--- config.mk ---
export PLATFORM = sky130hd
export DESIGN_NAME = updown_counter_cascade
export DESIGN_NICKNAME = d
export VERILOG_FILES = /design/src/rtl/updown_counter_cascade.sv
export SDC_FILE = /design/constraint.sdc
export NUM_CORES = 1
export LEC_CHECK = 0
export ABC_CLOCK_PERIOD_IN_PS = 2750
export BUFFER_PORTS_ARGS = -buffer_cell sky130_fd_sc_hd__buf_2
export CORE_MARGIN = 4
export CORE_UTILIZATION = 41
export DETAILED_ROUTE_END_ITERATION = 8
export PLACE_DENSITY_LB_ADDON = 0.05
export SYNTH_ARGS = -nofsm -noshare
export SYNTH_HDL_FRONTEND = slang
export SYNTH_SLANG_ARGS = --single-unit
export TNS_END_PERCENT = 30
--- constraint.sdc ---
create_clock -name clk -period 2.75 [get_ports clk]
set_input_delay 0.1375 -clock clk [delete_from_list [all_inputs] [get_ports clk]]
set_output_delay 0.1375 -clock clk [all_outputs]
set_load 0.01 [all_outputs]
--- src/rtl/updown_counter_cascade.sv ---
// Cascadable synchronous-load up/down counter with programmable modulus,
// wrap/saturate ends, registered terminal-count/lookahead flags and a carry chain.
module updown_counter_cascade #(
  parameter int WIDTH    = 8,
  parameter int MODULUS  = 2**WIDTH,
  parameter bit SATURATE = 1'b0
) (
  input  logic             clk,
  input  logic             reset_n,
  input  logic [1:0]       mode,
  input  logic             cin,
  input  logic [WIDTH-1:0] preset,
  output logic [WIDTH-1:0] out,
  output logic             tc,
  output logic             clout,
  output logic             cout,
  output logic             wrap,
  output logic             load_err
);

  typedef enum logic [1:0] {
    MODE_LOAD = 2'b00,
    MODE_DOWN = 2'b01,
    MODE_UP   = 2'b10,
    MODE_HOLD = 2'b11
  } mode_e;

  localparam logic [WIDTH-1:0] TOP     = WIDTH'(MODULUS - 1);
  localparam logic [WIDTH-1:0] TOP_M1  = WIDTH'(MODULUS - 2);
  localparam logic [WIDTH-1:0] ONE     = WIDTH'(1);
  // One extra bit so the range check also works when MODULUS == 2**WIDTH.
  localparam logic [WIDTH:0]   MOD_EXT = (WIDTH+1)'(MODULUS);

  logic             dir;  // 0 = up, 1 = down
  logic             nxt_dir;
  logic [WIDTH-1:0] nxt_out;
  logic             nxt_wrap;
  logic             nxt_lerr;
  logic             nxt_tc;
  logic             nxt_clout;

  always_comb begin
    nxt_dir  = dir;
    nxt_out  = out;
    nxt_wrap = 1'b0;
    nxt_lerr = 1'b0;
    case (mode_e'(mode))
      MODE_LOAD: begin
        if ({1'b0, preset} >= MOD_EXT) begin
          nxt_out  = TOP;
          nxt_lerr = 1'b1;
        end else begin
          nxt_out = preset;
        end
      end
      MODE_DOWN: begin
        nxt_dir = 1'b1;
        if (cin) begin
          if (out != '0) begin
            nxt_out = out - ONE;
          end else if (!SATURATE) begin
            nxt_out  = TOP;
            nxt_wrap = 1'b1;
          end
        end
      end
      MODE_UP: begin
        nxt_dir = 1'b0;
        if (cin) begin
          if (out != TOP) begin
            nxt_out = out + ONE;
          end else if (!SATURATE) begin
            nxt_out  = '0;
            nxt_wrap = 1'b1;
          end
        end
      end
      default: ;
    endcase
  end

  // Flags describe the value being registered, so they line up with out.
  always_comb begin
    nxt_tc    = nxt_dir ? (nxt_out == '0)  : (nxt_out == TOP);
    nxt_clout = nxt_dir ? (nxt_out == ONE) : (nxt_out == TOP_M1);
  end

  always_ff @(posedge clk) begin
    if (!reset_n) begin
      out      <= '0;
      dir      <= 1'b0;
      tc       <= 1'b0;
      clout    <= 1'b0;
      wrap     <= 1'b0;
      load_err <= 1'b0;
    end else begin
      out      <= nxt_out;
      dir      <= nxt_dir;
      tc       <= nxt_tc;
      clout    <= nxt_clout;
      wrap     <= nxt_wrap;
      load_err <= nxt_lerr;
    end
  end

  // Ripple carry to the next stage; combinational by design.
  assign cout = tc & cin;

endmodule

==> flow_summary_export.csv <==
group,metric,value,unit
timing,slew_headroom,62.4,%
cells_and_area,final_cell_count_no_fill,207,
placed_design,hpwl,2530,µm
min_path,hold_depth,2,
clock_network,clock-sinks,12,
worst_setup_path,crit_cells,9,
timing,max_freq,0.393,GHz
worst_setup_path,crit_fanout,8,
clock_network,htreeDepth,1,
global_routing,grt-ovfl-total,0,
worst_setup_path,cp_data_arrival_time,2.75,ns
status,outcome,"complete, no violations",
timing,period_needed,2.55,ns
global_routing,grt_pass1_wl,5420,µm
pwr,leakage,0.601,nW
clock_network,post_cts_buffers,0,
synth,synth_async_sr_flop_share,0,%
worst_setup_path,worstSetupPathType,"reg -> reg",
clock_network,clk_latency,0.27,ns
synth,synth_edf_count,0,
timing,fin_ws,0.203,ns
synth,synth_area,1110,µm²
worst_setup_path,crit_chain,"inv_1, ha_1, nor4bb_2, a211oi_1, nand2_1, a221oi_2, nor2_1, or4_4, o22ai_2",
floorplanning,die_h,60,µm
pwr,ir_drop,0.298,mV
timing,finalHoldViolCount,0,
route,route.detailed.drc,0,
worst_setup_path,slowest_stage,"or4_4",
timing,worst_pin_slew,0.556,ns
cells_and_area,fillers,270,
cells_and_area,drive_gt1_share,25.4,%
synth,ys_seq_elements,12,
global_routing,first_global_vias,1143,
synth,synth_top_flop_cell,"dfxtp_1",
worst_setup_path,cp-end-kind,"register",
cells_and_area,area_growth,18.7,%
synth,yosysUniqueCellTypes,50,
placed_design,place_ws,0.230,ns
route,finalWirelength,3240,µm
synth,syn_inst,151,
clock_network,cts_tree,"built",
pwr,power_density,415,nW/µm²
worst_setup_path,slowest_delay,0.53,ns
worst_setup_path,cp_num_buf_inv,1,
cells_and_area,final_core_util,52.2,%
synth,synth-seq-area-share,21.7,%
floorplanning,core,2520,µm²
pwr,power,0.547,mW
worst_setup_path,crit_family,"simple AND/OR/NAND/NOR gates",
timing,clock-skew-final,0.00340,ns
worst_setup_path,worstSetupStartpointType,"register",
floorplanning,die_w,60,µm
timing,rsz0062_at_grt,"no",
worst_setup_path,r2r_cells,9,
placed_design,placed_cells,203,
placed_design,port_buffers,24,
timing,fin_crit_sh,92.6,%
cells_and_area,final_area,1320,µm²
floorplanning,start_util,43.9,%
timing,finalSetupViolations,0,
clock_network,root_buffer,"clkbuf_4",
placed_design,place_congestion,0.896,
synth,syn_area_per_cell,7.34,µm²
global_routing,grt_usage,19.7,%
timing,slew_viol_final,0,
route,avgViaCountPerCell,5.97,
min_path,hold_path.class,"in -> reg",
timing,fin_tns_setup,0,ns
floorplanning,rows,18,
placed_design,dpl_cell_area,1270,µm²
synth,syn_nets,170,
route,drt-wirelength-per-cell,15.7,µm
global_routing,antenna_found_initial,0,
floorplanning,dieArea,3600,µm²
run,cap_violations,0,
clock_network,clkTransAtPathRegs,0.07,ns
timing,hold_ws,0.166,ns
clock_network,clockBufferDepth,2,
route,vias,1235,
route,first_iter_violations,62,
floorplanning,ios,26,
synth,ys_warn_count,0,
global_routing,grt_max_degree,17,
route,drtAntennaViolNets,0,
clock_network,numCtsBuffers,3,
route,drt_first_pass_iters,4,
cells_and_area,num_antenna_cells,0,
worst_setup_path,required,2.95,ns
cells_and_area,final_nets,197,
## area by class of cell
cell class                      instances  area, µm²  area share [%]
Clock buffer                            4       36.3            2.76
Inverter                               10       37.5            2.85
Multi-Input combinational cell        119        783            59.5
Sequential cell                        12        241            18.3
Tap cell                               30       37.5            2.85
Timing Repair Buffer                   32        180            13.7
## synth_stat cells (3+ instances only)
library cell | number | area, µm²
nand2_1 | 13 | 48.8
nor2_1 | 13 | 48.8
a21oi_1 | 12 | 60.1
dfxtp_1 | 12 | 240
inv_1 | 10 | 37.5
nand3_1 | 9 | 45.0
ha_1 | 6 | 75.1
and2_1 | 5 | 31.3
nor3_1 | 5 | 25.0
o21ai_0 | 5 | 25.0
buf_2 | 4 | 20.0
a22oi_1 | 3 | 22.5
buf_4 | 3 | 22.5
clkbuf_1 | 3 | 11.3
nand4_1 | 3 | 18.8
## what timing repair did
action,in CTS,in global routing
endpoints found under the hold margin,0,0
setup endpoints to repair,0,2
hold buffers,0,0
resized for setup,0,2
## where the power goes
group          leakage (nW)  internal (mW)  total, mW  switching (mW)
Combinational         0.482         0.0877      0.214           0.126
Clock                0.0210         0.0804      0.133          0.0530
Sequential           0.0985          0.186      0.200          0.0138
## flip-flops by register name, indices dropped and copies added (netlist names)
signal / cells
out: 8
clout: 1
dir: 1
tc: 1
wrap: 1
## final timing paths
kind | from | end | slack, ns
setup reg to reg | out[1] | clout | 0.20
hold reg to reg | dir | dir | 0.55
setup / recovery | out[1] | clout | 0.20
hold / removal | reset_n | out[1] | 0.17
## worst register-to-register path: cells and delay by family (launching register included)
family	cells	cell delay, ns
flops	1	0.47
buf+inv	1	0.07
compound gates	3	0.76
simple gates	4	0.96
fa+ha+maj	1	0.22
## cell usage in the layout, fill, tap and decap left out, types with 2 or more instances in the layout
master and n:
o21ai_0 5, nand3_1 9, nand2b_1 2, a22oi_1 3
and2_1 5, dfxtp_1 11, clkbuf_4 3, nand2_1 13
nor4_1 2, buf_2 24, nor2_1 13, a32oi_1 2
ha_1 6, mux2i_1 2, o21ba_1 2, a221oi_1 2
inv_1 10, a31oi_1 2, nand4_1 3, nor3_1 5
buf_4 8, xor2_1 2, a21oi_1 12, a21o_1 2
o211ai_1 2
## layer usage
layer / vias to the layer above / part of all wire (%) / wire length (µm) / GRT usage, %
met3: 7 / 5.2 / 170 / 3.89
met5: - / 0 / 0 / 0
met2: 33 / 47 / 1510 / 31.5
met1: 595 / 47 / 1530 / 26.8
met4: 0 / 1.1 / 36 / 5.38
li1: 600 / - / - / -
## cell families (layout without fill, tap and decap cells)
| family | count (synthesis) | count (layout) | synth area share (%) |
|---|---|---|---|
| multiplexers | 2 | 2 | 1.81 |
| flip-flops | 12 | 12 | 21.7 |
| other | 1 | 1 | 0.338 |
| adder cells (fa/ha/maj) | 6 | 6 | 6.77 |
| XOR/XNOR | 2 | 2 | 1.58 |
| AO/OA/AOI/OAI | 43 | 43 | 27.8 |
| AND/OR/NAND/NOR | 65 | 65 | 31.8 |
| buffers and inverters | 20 | 46 | 8.24 |
Note: power is estimated with default switching activity, not from simulation.
